--- config.mk ---
export PLATFORM = sky130hd
export DESIGN_NAME = data_memory_arbiter_flat
export DESIGN_NICKNAME = d
export VERILOG_FILES = /design/src/rtl/data_memory_arbiter_if.sv /design/src/rtl/data_memory_arbiter.sv /design/src/flat_wrapper.sv
export SDC_FILE = /design/constraint.sdc
export NUM_CORES = 1
export LEC_CHECK = 0
export CORE_AREA = 3 3 115 117
export CTS_CLUSTER_DIAMETER = 100
export DETAILED_ROUTE_END_ITERATION = 16
export DIE_AREA = 0 0 118 120
export PLACE_DENSITY = 0.73
export SYNTH_ARGS = -nofsm -noshare
export SYNTH_HDL_FRONTEND = slang
export SYNTH_SLANG_ARGS = --single-unit
--- constraint.sdc ---
create_clock -name clk -period 4.4 [get_ports clk]
set_input_delay 1.1 -clock clk [delete_from_list [all_inputs] [get_ports clk]]
set_output_delay 1.1 -clock clk [all_outputs]
set_load 0.005 [all_outputs]
--- src/rtl/data_memory_arbiter_if.sv ---
// data_memory_arbiter_if: CPU, I/O and data-memory buses around the arbiter
interface data_memory_arbiter_if #(
   parameter int DATA_WIDTH = 32,
   parameter int ADDR_WIDTH = 32
);
   logic                  cpuReq;
   logic                  cpuWrite;
   logic [ADDR_WIDTH-1:0] cpuAddress;
   logic [DATA_WIDTH-1:0] cpuWriteData;
   logic [DATA_WIDTH-1:0] cpuReadData;
   logic                  cpuStall;
   logic                  ioReq;
   logic                  ioWrite;
   logic [ADDR_WIDTH-1:0] ioAddress;
   logic [DATA_WIDTH-1:0] ioWriteData;
   logic [DATA_WIDTH-1:0] ioReadData;
   logic                  ioAck;
   logic                  memWrite;
   logic [ADDR_WIDTH-1:0] memAddress;
   logic [DATA_WIDTH-1:0] memWriteData;
   logic [DATA_WIDTH-1:0] memReadData;
   logic                  grantIo;
   modport slave (
      input  cpuReq, cpuWrite, cpuAddress, cpuWriteData,
      input  ioReq, ioWrite, ioAddress, ioWriteData,
      input  memReadData,
      output cpuReadData, cpuStall, ioReadData, ioAck,
      output memWrite, memAddress, memWriteData, grantIo
   );
   modport master (
      output cpuReq, cpuWrite, cpuAddress, cpuWriteData,
      output ioReq, ioWrite, ioAddress, ioWriteData,
      output memReadData,
      input  cpuReadData, cpuStall, ioReadData, ioAck,
      input  memWrite, memAddress, memWriteData, grantIo
   );
endinterface

--- src/rtl/data_memory_arbiter.sv ---
// data_memory_arbiter: shares the data-memory port between the MEM stage and an I/O master
module data_memory_arbiter #(
   parameter int DATA_WIDTH      = 32,
   parameter int ADDR_WIDTH      = 32,
   parameter int IO_STARVE_LIMIT = 4
) (
   input logic                  clk,
   input logic                  reset,
   data_memory_arbiter_if.slave bus
);
   localparam int CW = $clog2(IO_STARVE_LIMIT + 1);
   localparam logic [CW-1:0] LIMIT = CW'(IO_STARVE_LIMIT);
   typedef enum logic {IDLE, IO_ACK} state_t;
   state_t                state, next_state;
   logic [CW-1:0]         waitCnt;
   logic [DATA_WIDTH-1:0] ioReadData;
   logic [ADDR_WIDTH-1:0] memAddress;
   logic                  grantIo, grantCpu, ackPending;
   assign ackPending = state == IO_ACK;
   // state register
   always_ff @(posedge clk or negedge reset)
      if (!reset) state <= IDLE;
      else state <= next_state;
   // every I/O grant is followed by exactly one ack cycle
   always_comb next_state = (state == IDLE && grantIo) ? IO_ACK : IDLE;
   // CPU wins unless the I/O request has waited out its starvation budget
   always_comb begin
      grantIo           = bus.ioReq & ~ackPending & (~bus.cpuReq | waitCnt == LIMIT);
      grantCpu          = bus.cpuReq & ~grantIo;
      memAddress        = grantIo ? bus.ioAddress : bus.cpuAddress;
      bus.grantIo       = grantIo;
      bus.cpuStall      = bus.cpuReq & ~grantCpu;
      bus.memWrite      = grantIo ? bus.ioWrite : grantCpu & bus.cpuWrite;
      bus.memAddress    = memAddress;
      bus.memWriteData  = grantIo ? bus.ioWriteData : bus.cpuWriteData;
      bus.cpuReadData   = bus.memReadData;
      bus.ioAck         = ackPending;
      bus.ioReadData    = ioReadData;
   end
   // starvation counter and I/O read-data capture (old contents are captured on writes too)
   always_ff @(posedge clk or negedge reset)
      if (!reset) begin
         waitCnt    <= '0;
         ioReadData <= '0;
      end else begin
         waitCnt    <= (grantIo | ~bus.ioReq) ? '0 :
                       (ackPending | waitCnt == LIMIT) ? waitCnt : waitCnt + 1'b1;
         if (grantIo) ioReadData <= bus.memReadData;
      end
endmodule

--- src/flat_wrapper.sv ---
// flat-port wrapper written by rule: the top's interface ports become plain ports
module data_memory_arbiter_flat 
#(
   parameter int DATA_WIDTH      = 32,
   parameter int ADDR_WIDTH      = 32,
   parameter int IO_STARVE_LIMIT = 4
)
  (clk, reset, bus_cpuReq, bus_cpuWrite, bus_cpuAddress, bus_cpuWriteData, bus_ioReq, bus_ioWrite, bus_ioAddress, bus_ioWriteData, bus_memReadData, bus_cpuReadData, bus_cpuStall, bus_ioReadData, bus_ioAck, bus_memWrite, bus_memAddress, bus_memWriteData, bus_grantIo);
  data_memory_arbiter_if #(.DATA_WIDTH(DATA_WIDTH), .ADDR_WIDTH(ADDR_WIDTH)) bus_i ();
  input logic clk;
  input logic reset;
  input wire logic [$bits(bus_i.cpuReq)-1:0] bus_cpuReq;
  input wire logic [$bits(bus_i.cpuWrite)-1:0] bus_cpuWrite;
  input wire logic [$bits(bus_i.cpuAddress)-1:0] bus_cpuAddress;
  input wire logic [$bits(bus_i.cpuWriteData)-1:0] bus_cpuWriteData;
  input wire logic [$bits(bus_i.ioReq)-1:0] bus_ioReq;
  input wire logic [$bits(bus_i.ioWrite)-1:0] bus_ioWrite;
  input wire logic [$bits(bus_i.ioAddress)-1:0] bus_ioAddress;
  input wire logic [$bits(bus_i.ioWriteData)-1:0] bus_ioWriteData;
  input wire logic [$bits(bus_i.memReadData)-1:0] bus_memReadData;
  output wire logic [$bits(bus_i.cpuReadData)-1:0] bus_cpuReadData;
  output wire logic [$bits(bus_i.cpuStall)-1:0] bus_cpuStall;
  output wire logic [$bits(bus_i.ioReadData)-1:0] bus_ioReadData;
  output wire logic [$bits(bus_i.ioAck)-1:0] bus_ioAck;
  output wire logic [$bits(bus_i.memWrite)-1:0] bus_memWrite;
  output wire logic [$bits(bus_i.memAddress)-1:0] bus_memAddress;
  output wire logic [$bits(bus_i.memWriteData)-1:0] bus_memWriteData;
  output wire logic [$bits(bus_i.grantIo)-1:0] bus_grantIo;
  assign bus_i.cpuReq = bus_cpuReq;
  assign bus_i.cpuWrite = bus_cpuWrite;
  assign bus_i.cpuAddress = bus_cpuAddress;
  assign bus_i.cpuWriteData = bus_cpuWriteData;
  assign bus_i.ioReq = bus_ioReq;
  assign bus_i.ioWrite = bus_ioWrite;
  assign bus_i.ioAddress = bus_ioAddress;
  assign bus_i.ioWriteData = bus_ioWriteData;
  assign bus_i.memReadData = bus_memReadData;
  assign bus_cpuReadData = bus_i.cpuReadData;
  assign bus_cpuStall = bus_i.cpuStall;
  assign bus_ioReadData = bus_i.ioReadData;
  assign bus_ioAck = bus_i.ioAck;
  assign bus_memWrite = bus_i.memWrite;
  assign bus_memAddress = bus_i.memAddress;
  assign bus_memWriteData = bus_i.memWriteData;
  assign bus_grantIo = bus_i.grantIo;
  data_memory_arbiter #(.DATA_WIDTH(DATA_WIDTH), .ADDR_WIDTH(ADDR_WIDTH), .IO_STARVE_LIMIT(IO_STARVE_LIMIT)) u_core (.clk(clk), .reset(reset), .bus(bus_i));
endmodule
==> out/summary.txt <==
Synth top area share: 40.4%
pin count of the biggest net entering global routing: 37
Worst IR Drop VDD: 0.129 mV
Required @ worst endpoint: 3.30 ns
Seq cells post-synth: 36
Crit path top cell by count: clkdlybuf4s50_1
Critical Path Max Stage Delay: 0.54 ns
largest area contributor in the netlist: mux2_2
core area: 12500 sq um
CTS tree: built
global route hottest layer: met2
Overflow after GRT: 0
GR Util met1: 13.5%
clk slew on worst S/H paths: 0.05 ns
PortBufs: 297
Hold WS: 0.503 ns
setup_tns: 0 ns
Setup crit end: bus_memWriteData[31]
syn_nets: 366
clock latency at the later pin of the worst-skew pair: 0.27 ns
Clock Skew: 0.00387 ns
CTS H-Tree Depth: 2
die height: 120 um
Max Fclk: 238 MHz
initial antenna violation count: 0
DRT Pass-1 Iters: 4
Synth Warn #: 0
met2 usage: 26.6%
vias post-DR: 2589
area grow syn2layout: 125%
n_diodes: 0
hold depth: 1
layout cell share with drive strength beyond 1: 24.1%
Initial Util: 19.9%
total I/O pin count: 298
critical path cell sequence: clkdlybuf4s50_1, nor3b_4, buf_12, buf_16, mux2_2, clkdlybuf4s50_1
row count: 41
launching element type of the critical path: primary input
DIE WIDTH: 118 um
CP arrival: 3.10 ns
Placer Congestion: 0.728
Max Cap Viol: 0
commonest non-fill, non-tap cell in the layout: clkdlybuf4s50_1
critical path's slowest cell: clkdlybuf4s50_1
PostCTS Resize Cnt: 0
relative slew slack: 44.4%
RSZ-0062 raised after global routing: no
Synth Instances: 198
Synth area leaders: mux2_2 40%, dfrtp_1 36%, buf_4 9.7%, mux2_4 4.2%, buf_2 1.6%
Seq/Total Area, Yosys: 36.3%
Sequential Area: 901 sq um
max-slew violation count: 0
Iteration-0 DRC Markers: 35
ANT nets after route: 0
drt via density: 4.06
Hold Path Class: flop to flop
Worst Path Class, Setup: primary input to output pin
footprint of the multi-input gates: 1260 sq um
final hold vios: 0
final setup violation count: 0
GRT Total Usage: 13.2%
worst r2r src: u_core.waitCnt[0]$_DFFE_PN0P_
synth unique cells: 19
nets@finish: 632
Avg Cell Area, Syn: 12.5 sq um
area of the mapped netlist: 2480 sq um
met3 usage: 3.44%
vias in the first global route: 2815
most frequent cells in the layout: 295 x clkdlybuf4s50_1, 89 x mux2_2, 36 x dfrtp_1, 7 x mux2_4, 5 x clkbuf_16
CTS root buf: clkbuf_16
Wirelength per Cell: 15.8 um
slew of the pin with the lowest slew margin: 0.833 ns
Final Critical Period: 4.20 ns
R2R Path End: u_core.bus.ioReadData[26]$_DFFE_PN0P_
run status: completed
hold buffers post-CTS: 0
DRC errors left: 0
CTS sink cnt: 36
P_leak: 2.16 nW
Layout fillers: 1176
R2R Setup Slk: 2.09 ns
crit path capture type: output pin
postcts setup bufs: 0
die area: 14200 sq um
crit-path max FO: 29
R2R depth: 8
fin crit share: 95.5%
HPWL after DPL: 8730 um
WL final: 10100 um
number of buffers created by CTS: 5
first-pass GRT wire length: 15000 um
Pwr Density: 238 nW/um^2
Critical Path Source: bus_ioReq
Max clock buf depth: 2
-- through the flow --
stage | power, mW | setup slack, ns | cell area, sq um | util (%) | std cells
5_1_grt | 1.41 | 0.112 | 5590 | 44.8 | 637
2_1_floorplan | 0.592 | 1.17 | 2480 | - | 198
3_5_place_dp | 0.999 | 0.0742 | 5430 | 43.6 | 629
6_report | 1.33 | 0.199 | 5590 | 44.8 | 637
3_3_place_gp | 0.989 | 0.127 | 5430 | 43.6 | 629
4_1_cts | 1.36 | 0.0560 | 5580 | 44.7 | 637
-- synth_stat cells (all sizes together) --
cell,count
mux2,96
nor2,2
nor3b,3
inv,3
a21boi,4
ha,2
dfrtp,36
nand3b,1
nand3,1
mux2i,1
nand2,4
and2,1
buf,43
o21ai,1
-- power breakdown --
group / leakage, nW / total (mW) / internal [mW] / switching, mW
registers: 0.430 / 0.413 / 0.386 / 0.0272
clock network: 0.0736 / 0.347 / 0.209 / 0.138
logic: 1.66 / 0.572 / 0.421 / 0.151
-- kinds of logic after synthesis --
family | Yosys count | share of synthesized area (%)
mux | 97 | 45.0
buf+inv | 46 | 13.1
flops | 36 | 36.3
simple gates | 12 | 2.77
compound gates | 5 | 1.86
fa+ha+maj | 2 | 1.01
-- registers in the layout (all words and copies together) (netlist names) --
name,flops
u_core.bus.ioReadData,32
u_core.waitCnt,3
u_core.bus.ioAck,1
-- layout make-up --
| type | instances | area share [%] |
|---|---|---|
| repair buffers | 302 | 54.6 |
| multi-input cells | 116 | 22.6 |
| flip-flops and latches | 36 | 16.1 |
| well taps | 172 | 3.85 |
| clock buffers | 5 | 2.24 |
| clock inverters | 3 | 0.336 |
| inverters | 3 | 0.202 |
-- layer usage --
layer / vias up / wire, um
met2: 150 / 5710
li1: 1198 / -
met5: - / 0
met1: 1237 / 3420
met3: 4 / 857
met4: 0 / 75
-- critical path, delay by kind of cell --
kind / cells / cell delay (ns)
buf+inv: 4 / 1.38
simple gates: 1 / 0.26
mux: 1 / 0.36
-- how the worst min path moves through the flow --
stage	end	slack (ns)	start
CTS	u_core.bus.ioReadData[14]$_DFFE_PN0P_	0.51	u_core.bus.ioReadData[14]$_DFFE_PN0P_
finish	u_core.bus.ioReadData[14]$_DFFE_PN0P_	0.50	u_core.bus.ioReadData[14]$_DFFE_PN0P_
global route	u_core.bus.ioReadData[3]$_DFFE_PN0P_	0.52	u_core.bus.ioReadData[3]$_DFFE_PN0P_
floorplan	u_core.bus.ioReadData[10]$_DFFE_PN0P_	0.51	u_core.bus.ioReadData[10]$_DFFE_PN0P_
global placement	u_core.bus.ioReadData[2]$_DFFE_PN0P_	0.49	u_core.bus.ioReadData[2]$_DFFE_PN0P_
detailed placement	u_core.bus.ioReadData[14]$_DFFE_PN0P_	0.49	u_core.bus.ioReadData[14]$_DFFE_PN0P_
(Power assumes the default switching activity.)
